File: src/rtl/iq_pkg.sv
// Shared issue-entry layout and queue sizing for the issue queue and the
// functional units that consume its entries.
package iq_pkg;

   localparam int IQ_DEPTH = 8;
   localparam int ENTRY_W  = 139;
   localparam int TAG_W    = 6;
   localparam int VAL_W    = 32;

   localparam int FUNCT3_MSB   = 138;
   localparam int FUNCT3_LSB   = 136;
   localparam int FUNCT7_MSB   = 135;
   localparam int FUNCT7_LSB   = 129;
   localparam int OPCODE_MSB   = 128;
   localparam int OPCODE_LSB   = 122;
   localparam int PHYS_RD_MSB  = 121;
   localparam int PHYS_RD_LSB  = 116;
   localparam int PHYS_RS1_MSB = 115;
   localparam int PHYS_RS1_LSB = 110;
   localparam int RS1_VAL_MSB  = 109;
   localparam int RS1_VAL_LSB  = 78;
   localparam int PHYS_RS2_MSB = 77;
   localparam int PHYS_RS2_LSB = 72;
   localparam int RS2_VAL_MSB  = 71;
   localparam int RS2_VAL_LSB  = 40;
   localparam int IMM_MSB      = 39;
   localparam int IMM_LSB      = 8;
   localparam int ROB_IDX_MSB  = 7;
   localparam int ROB_IDX_LSB  = 2;
   localparam int FU_CNT_MSB   = 1;
   localparam int FU_CNT_LSB   = 0;

endpackage

File: src/rtl/iq_select.sv
// Lowest-index priority picker: grants the first set request bit.
module iq_select #(
   parameter int N = 8
) (
   input  logic [N-1:0] req,
   output logic [N-1:0] grant,
   output logic         found
);

   // Scan upward so the oldest eligible slot wins
   always_comb begin
      grant = '0;
      found = 1'b0;
      for (int i = 0; i < N; i++) begin
         if (req[i] && !found) begin
            grant[i] = 1'b1;
            found    = 1'b1;
         end
      end
   end

endmodule

File: src/rtl/issue_queue.sv
// Collapsing issue queue: oldest entry in slot 0, operand wakeup by tag
// broadcast, one dispatch and one registered issue per cycle.
module issue_queue #(
   parameter int IQ_DEPTH = iq_pkg::IQ_DEPTH,
   parameter int ENTRY_W  = iq_pkg::ENTRY_W
) (
   input  logic                          clk,
   input  logic                          rst,
   input  logic                          dispatch_valid,
   input  logic [ENTRY_W-1:0]            dispatch_entry,
   input  logic                          dispatch_rs1_rdy,
   input  logic                          dispatch_rs2_rdy,
   output logic                          dispatch_ready,
   input  logic                          wakeup_valid,
   input  logic [5:0]                    wakeup_tag,
   input  logic [31:0]                   wakeup_value,
   input  logic                          fu_ready,
   input  logic                          flush,
   output logic [ENTRY_W-1:0]            issue_entry,
   output logic                          issue_enable,
   output logic [$clog2(IQ_DEPTH):0]     count
);
   import iq_pkg::*;

   localparam int CW = $clog2(IQ_DEPTH) + 1;

   logic [ENTRY_W-1:0]  slot_q [IQ_DEPTH];
   logic [IQ_DEPTH-1:0] valid_q, rs1_rdy_q, rs2_rdy_q;
   logic [CW-1:0]       count_q;
   logic [ENTRY_W-1:0]  issue_entry_q;
   logic                issue_enable_q;

   logic [ENTRY_W-1:0]  slot_w [IQ_DEPTH];
   logic [IQ_DEPTH-1:0] rs1_w, rs2_w;
   logic [ENTRY_W-1:0]  disp_w;
   logic                disp_rs1_w, disp_rs2_w;

   logic [ENTRY_W-1:0]  slot_n [IQ_DEPTH];
   logic [IQ_DEPTH-1:0] valid_n, rs1_n, rs2_n;

   logic [IQ_DEPTH-1:0] ready_vec, grant, shift_mask;
   logic                found;
   logic [ENTRY_W-1:0]  sel_entry;
   logic                do_issue, do_dispatch, wake_ok;
   logic [CW-1:0]       write_idx, count_n;

   assign dispatch_ready = (count_q != CW'(IQ_DEPTH));
   assign wake_ok        = wakeup_valid && (wakeup_tag != 6'd0);
   assign ready_vec      = valid_q & rs1_rdy_q & rs2_rdy_q;
   assign do_issue       = found && fu_ready && !flush;
   assign do_dispatch    = dispatch_valid && dispatch_ready && !flush;
   assign write_idx      = count_q - CW'(do_issue);
   assign count_n        = count_q + CW'(do_dispatch) - CW'(do_issue);

   assign issue_entry  = issue_entry_q;
   assign issue_enable = issue_enable_q;
   assign count        = count_q;

   iq_select #(.N(IQ_DEPTH)) u_select (
      .req   (ready_vec),
      .grant (grant),
      .found (found)
   );

   // Apply the result broadcast to waiting operands of queued and incoming entries
   always_comb begin
      for (int i = 0; i < IQ_DEPTH; i++) begin
         slot_w[i] = slot_q[i];
         rs1_w[i]  = rs1_rdy_q[i];
         rs2_w[i]  = rs2_rdy_q[i];
         if (wake_ok && valid_q[i] && !rs1_rdy_q[i] &&
             slot_q[i][PHYS_RS1_MSB:PHYS_RS1_LSB] == wakeup_tag) begin
            slot_w[i][RS1_VAL_MSB:RS1_VAL_LSB] = wakeup_value;
            rs1_w[i] = 1'b1;
         end
         if (wake_ok && valid_q[i] && !rs2_rdy_q[i] &&
             slot_q[i][PHYS_RS2_MSB:PHYS_RS2_LSB] == wakeup_tag) begin
            slot_w[i][RS2_VAL_MSB:RS2_VAL_LSB] = wakeup_value;
            rs2_w[i] = 1'b1;
         end
      end
      disp_w     = dispatch_entry;
      disp_rs1_w = dispatch_rs1_rdy;
      disp_rs2_w = dispatch_rs2_rdy;
      if (wake_ok && !dispatch_rs1_rdy &&
          dispatch_entry[PHYS_RS1_MSB:PHYS_RS1_LSB] == wakeup_tag) begin
         disp_w[RS1_VAL_MSB:RS1_VAL_LSB] = wakeup_value;
         disp_rs1_w = 1'b1;
      end
      if (wake_ok && !dispatch_rs2_rdy &&
          dispatch_entry[PHYS_RS2_MSB:PHYS_RS2_LSB] == wakeup_tag) begin
         disp_w[RS2_VAL_MSB:RS2_VAL_LSB] = wakeup_value;
         disp_rs2_w = 1'b1;
      end
   end

   // Pick the granted entry and mark every slot at or above it for collapse
   always_comb begin
      logic acc;
      acc       = 1'b0;
      sel_entry = '0;
      for (int i = 0; i < IQ_DEPTH; i++) begin
         if (grant[i]) begin
            sel_entry = sel_entry | slot_q[i];
         end
         acc           = acc | grant[i];
         shift_mask[i] = acc;
      end
   end

   // Build next slot contents: collapse over the issued slot, then append the dispatch
   always_comb begin
      for (int i = 0; i < IQ_DEPTH; i++) begin
         slot_n[i]  = slot_w[i];
         valid_n[i] = valid_q[i];
         rs1_n[i]   = rs1_w[i];
         rs2_n[i]   = rs2_w[i];
      end
      if (do_issue) begin
         for (int i = 0; i < IQ_DEPTH - 1; i++) begin
            if (shift_mask[i]) begin
               slot_n[i]  = slot_w[i+1];
               valid_n[i] = valid_q[i+1];
               rs1_n[i]   = rs1_w[i+1];
               rs2_n[i]   = rs2_w[i+1];
            end
         end
         valid_n[IQ_DEPTH-1] = 1'b0;
         rs1_n[IQ_DEPTH-1]   = 1'b0;
         rs2_n[IQ_DEPTH-1]   = 1'b0;
      end
      if (do_dispatch) begin
         for (int i = 0; i < IQ_DEPTH; i++) begin
            if (write_idx == CW'(i)) begin
               slot_n[i]  = disp_w;
               valid_n[i] = 1'b1;
               rs1_n[i]   = disp_rs1_w;
               rs2_n[i]   = disp_rs2_w;
            end
         end
      end
   end

   // Payload storage needs no reset; slot validity is tracked separately
   always_ff @(posedge clk) begin
      for (int i = 0; i < IQ_DEPTH; i++) begin
         slot_q[i] <= slot_n[i];
      end
   end

   // Control state and issue register; reset beats flush, flush beats everything else
   always_ff @(posedge clk) begin
      if (rst || flush) begin
         valid_q        <= '0;
         rs1_rdy_q      <= '0;
         rs2_rdy_q      <= '0;
         count_q        <= '0;
         issue_enable_q <= 1'b0;
         issue_entry_q  <= '0;
      end else begin
         valid_q        <= valid_n;
         rs1_rdy_q      <= rs1_n;
         rs2_rdy_q      <= rs2_n;
         count_q        <= count_n;
         issue_enable_q <= do_issue;
         issue_entry_q  <= do_issue ? sel_entry : '0;
      end
   end

endmodule

File: config.mk
export PLATFORM = sky130hd
export DESIGN_NAME = issue_queue
export DESIGN_NICKNAME = d
export VERILOG_FILES = /design/src/rtl/iq_pkg.sv /design/src/rtl/iq_select.sv /design/src/rtl/issue_queue.sv
export SDC_FILE = /design/constraint.sdc
export NUM_CORES = 2
export LEC_CHECK = 0
export CORE_MARGIN = 5
export CORE_UTILIZATION = 32
export DETAILED_ROUTE_END_ITERATION = 7
export GPL_ROUTABILITY_DRIVEN = 0
export HOLD_SLACK_MARGIN = 0.15
export PLACE_DENSITY = 0.52
export SLEW_MARGIN = 20
export SYNTH_ARGS = -nofsm -noshare
export SYNTH_HDL_FRONTEND = slang
export SYNTH_SLANG_ARGS = --single-unit
export TNS_END_PERCENT = 5
File: constraint.sdc
create_clock -name clk -period 5.11 [get_ports clk]
set_input_delay 1.533 -clock clk [delete_from_list [all_inputs] [get_ports clk]]
set_output_delay 1.533 -clock clk [all_outputs]
set_load 0.1 [all_outputs]
Word-level counts from Yosys, hierarchy flattened
Memories as Yosys holds them, arrays and structs flattened. Cells that the tools add are included.

Register bits: 168. RAM bits: 1112. Memories kept: 1.

Memory list: slot_q (words 8, width 139, read ports 8, clocked after Yosys merged registers in 0, wr ports 8, RTL line issue_queue.sv:27) `logic [ENTRY_W-1:0] slot_q [IQ_DEPTH];`.

Add/subtract/negate cells: 3. Equal/unequal tests: 26. Muxes and demuxes: 127. Bitwise gates (word level): 16. Reductions and logical operators: 86.

Operator list (count): $mux 139 (23); $mux 1112 (1); $mux 973 (1); $or 139x139->139 (7); $mux 32 (18); $eq 6x6->1 (18); $mux 1 (78); $logic_and 1x1->1 (56); $mux 8 (6); $logic_not 1->1 (26); $and 8x8->8 (2); $eq 4x3->1 const B (4); $eq 4x2->1 const B (2); $sub 4x1->4 (2); $or 1x1->1 (6); $reduce_bool 6->1 (1); $add 4x1->4 (1); $eq 4x1->1 const B (1); $logic_not 4->1 (1); $ne 4x4->1 const B (1); $reduce_or 2->1 (1); $logic_or 1x1->1 (1); $not 1->1 (1).

Logic depth before layout (Yosys ltp)
Depth after elaboration: 30. Mapped depth: 16. Depth with buffers taken out: 13.

Hierarchy
From an unflattened synthesis, not the netlist that was laid out.

Cells, all modules: 7446. Area total of the unflattened synthesis: 61182.4 sq um.

By module, submodules not included: issue_queue (instances 1, cells each 7434, area each 61086.1 sq um, sequential area each 26375.3 sq um); iq_select (instances 1, cells each 12, area each 96.3 sq um, sequential area each 0.0 sq um).

Worst setup path after synthesis
Ideal clock, no wire load.

Path kind: reg-to-reg. Start point: register count_q[2] (netlist: count[2]). End point: register rs2_rdy_q[7]. Arrival: 5.308 ns. Required time: 5.039 ns. Setup slack: -0.269 ns. Stages on the path, launching flop included: 12. Path buffers: 2. Period minus slack after synthesis: 5.379 ns. Cell sequence: dfxtp_1 inv_1 ha_1 or3b_2 clkbuf_1 nand2_1 nor3_1 nand2_1 clkbuf_1 inv_1 o21ai_0 a21oi_1.

Longest elaborated chain between the ends: 4.

RTL lines: start: declaration (RTL line issue_queue.sv:29) `logic [CW-1:0] count_q;`; start signal: assignment (RTL line issue_queue.sv:164) `count_q <= count_n;`; $ne 4x4->1 (RTL line issue_queue.sv:47) `assign dispatch_ready = (count_q != CW'(IQ_DEPTH));`; named net dispatch_ready (RTL line issue_queue.sv:13) `output logic dispatch_ready,`; $logic_and 1x1->1 (2 in a row) (RTL line issue_queue.sv:51) `assign do_dispatch = dispatch_valid && dispatch_ready && !flush;`; $mux 8 (RTL line issue_queue.sv:132) `if (do_dispatch) begin`; end signal: assignment (RTL line issue_queue.sv:163) `rs2_rdy_q <= rs2_n;`; end: declaration (RTL line issue_queue.sv:28) `logic [IQ_DEPTH-1:0] valid_q, rs1_rdy_q, rs2_rdy_q;`.

The timed path passes the listed nets, and every way through them passes these cells. A chain may end at the register's enable or synchronous reset.

==> impl_results.md <==
- Hold buffers post-CTS: 0
- Post-route ant nets: 0
- Routed WL: roughly 270000 um
- Routed met1 length: 107000 um
- Met2 WL: 121000 um
- Final Power: between 0.02 and 0.025 W
- Most frequent cell after synthesis: dfxtp_1
- Area contributors post-synth: dfxtp_1, nand2_1, mux2i_1
- Setup repair bufs after CTS: 0
- Via count: 59200
- Hpwl dp: 152000 um
- Row count: roughly 160
- Layout cells sized above 1: 8.31%
- Post-synthesis adder-cell area fraction: 0.224%
- Number of global-route vias before repair: 57300
- Clock Path Buffers: 3
- Fmax: roughly 230 MHz
- DR top layer: met5
- Worst setup EP type: flip-flop
- Setup TNS: 0 ns
- Final setup vio count: 0
- DRC violations left: 2
- Transition time at the pin with the least slew margin: approximately 1.2 ns
- Synth Area in Simple Gates: 15.6%
- Final setup margin: 0.805 ns
- Die outline height: 440 um
- Crit Path Class: input pin to flip-flop
- Fin util: 38.6%
- Final hold violations: 0
- CTS HTree Levels: 4
- Number of synthesized flops with an enable pin: 75
- Leakage: 26.2 nW
- I/O pin count: 330
- DIE AREA: 194000 um^2
- Final worst-path cycle share: 84.3%
- Slew Limit Fails: 0
- Crit path cell chain: clkdlybuf4s50_1, nand2b_1, a21o_1, inv_1, ha_1, nand2b_1, a21boi_1, buf_4, nor3_1, and2_4, nor2_4, buf_4, a222oi_1
- Seq/Total Area, Yosys: 44.6%
- CP max stage cell: nor2_4
- Mapped cell area: just under 60000 um^2
- Pre-antenna DRT Iters: 8
- Max Cap Violations: 0
- Min Tclk post-route: between 4 and 5 ns
- Delay-heaviest family, CP: simple AND/OR/NAND/NOR gates
- RSZ-0062 raised after global routing: no
- Synth top area share: 40.8%
- Relative slew slack: 17.3%
- Ys async rst share: 0%
- CTS sink cnt: around 1300
- Core region area: 183000 um^2
- Fin nets: 7245
- CP startpoint kind: input pin
- Worst Path Arrival: 4.93 ns
- Cell taking the most area after synthesis: dfxtp_1
- WL met3: 24600 um
- Area grow syn2layout: 19.8%
- Total gr overflow: 0
- Clk root buf: clkbuf_16
- Mux contribution to synthesized area: approximately 6.6%
- Compound-Gate Fraction of Synth Area: a little over a quarter
- Commonest cells post-synth: dfxtp_1, nand2_1, nor2_1, clkbuf_1, a31oi_1
- Status: complete, but fails checks
- CTS tree: built
- Post-cts resize count: 0
- Mapped Cells: 7033
- Initial core utilization: 32.3%
- Synth warnings: 0
- Setup slack at placement: approximately 0.11 ns
- Largest family of logic cells by synthesized area: compound AO/OA/AOI/OAI gates
- Crit-path max cell delay: 0.84 ns
- Syn Area/Cell: 8.41 um^2
- Clock Latency Late Sink: roughly 0.83 ns
- 1st-iter DRT viols: 7136
- Worst Path Buf+Inv: 4
- Initial antenna violation count: 28
- Total GRT Usage: 26.4%
- CTS Buf Count: 150
- Crit path max fanout: 25
- XOR/XNOR share of the synthesized area: 1.66%
- Hold WC Path Type: flip-flop to flip-flop
- Vias/cell: 6.14
- Failing checks: design-rule violations
- Largest net degree at the start of global routing: 140
- Top FF cell, synth: dfxtp_1
- Clk slew on worst S/H paths: about 0.06 ns
- Port bufs: 329
- First-pass GRT wire length: 388000 um
- Routed len/inst: 27.8 um
- Die width: 440 um
- Worst EP required: 5.74 ns
- Seq cells post-synth: 1280
- VDD IR max: approximately 0.00023 V
- Net Count, Synth: 7228
- Pwr dens: 344 nW/um^2
- Clock Skew: 0.0566 ns
- Distinct cells, synth: 71
-- per-layer routing --
| metal | GRT usage [%] | up-vias |
|---|---|---|
| met5 | 0 | - |
| met4 | 14.4 | 2 |
| met3 | 5.46 | 806 |
| met2 | 42.1 | 3545 |
| met1 | 33.4 | 28900 |
| li1 | - | 26000 |
-- state kept, by name, indices dropped and copies added, names as in the netlist --
register and count:
count 4, issue_enable 1, issue_entry 139, rs1_rdy_q 8
rs2_rdy_q 8, slot_q 1112, valid_q 8
-- final cells by class --
| type | count | area [um^2] |
|---|---|---|
| fillers | 18500 | 113000 |
| inverters | 43 | 165 |
| multi-input cells | 4996 | 30200 |
| flip-flops and latches | 1280 | 26400 |
| repair buffers | 579 | 6070 |
| clock inverters | 42 | 422 |
| diodes | 21 | 52.6 |
| well taps | 2464 | 3080 |
| clock buffers | 229 | 4490 |
-- cell families after synthesis --
logic type,Yosys count
buffers and inverters,757
adders and majority gates,10
and+or+nand+nor,2283
AOI/OAI and AO/OA,2204
muxes,387
xor gates and xnor gates,112
DFF,1280
-- where the power goes --
part	internal, W	switching (W)
clock	0.00631	0.00453
combinational	0.000982	0.000967
sequential	0.0109	0.000664
total	0.0182	0.00616
-- worst register-to-register path, cell delays in order, from the launching register on --
cell and delay, ns:
dfxtp_1 0.48, nand3_1 0.46, nand3_1 0.23, buf_4 0.24
nor2_1 0.13, a21o_1 0.20, inv_1 0.08, ha_1 0.16
nand2b_1 0.17, and3b_1 0.34, nor3_1 0.11, and2_4 0.20
nor2_4 0.84, buf_4 0.35, a222oi_1 0.11
-- per-stage QoR --
step	instances	cell area, um^2	hold WS [ns]
2_1_floorplan	7033	59200	0.431
3_3_place_gp	9361	65900	0.445
3_5_place_dp	9361	65900	0.442
4_1_cts	9632	70800	0.450
5_1_grt	9649	70900	0.473
6_report	9654	70900	0.453
-- cells in the final DEF (no fill, tap or decap), drive strengths merged, types with 75 or more instances in the layout --
cell type / synthesis / routed
o21ai: 144 / 144
nand2: 1187 / 1187
edfxtp: 75 / 75
buf: 111 / 254
a22oi: 183 / 183
nor2: 850 / 850
clkbuf: 603 / 229
a21oi: 334 / 334
xor2: 108 / 108
or3: 103 / 103
a31oi: 457 / 457
mux2i: 377 / 377
dfxtp: 1205 / 1205
o22ai: 299 / 299
clkdlybuf4s50: 0 / 325
a221oi: 414 / 414
-- worst paths after layout --
check	depth (start not counted)	start	endpoint	slack, ns
setup / recovery	13	flush	slot_q[1][209]	0.80
hold / removal	2	slot_q[1][326]	issue_entry[48]	0.45
setup reg to reg	14	valid_q[1]	slot_q[1][209]	0.85
hold reg to reg	2	slot_q[1][326]	issue_entry[48]	0.45
(Power assumes the default switching activity.)
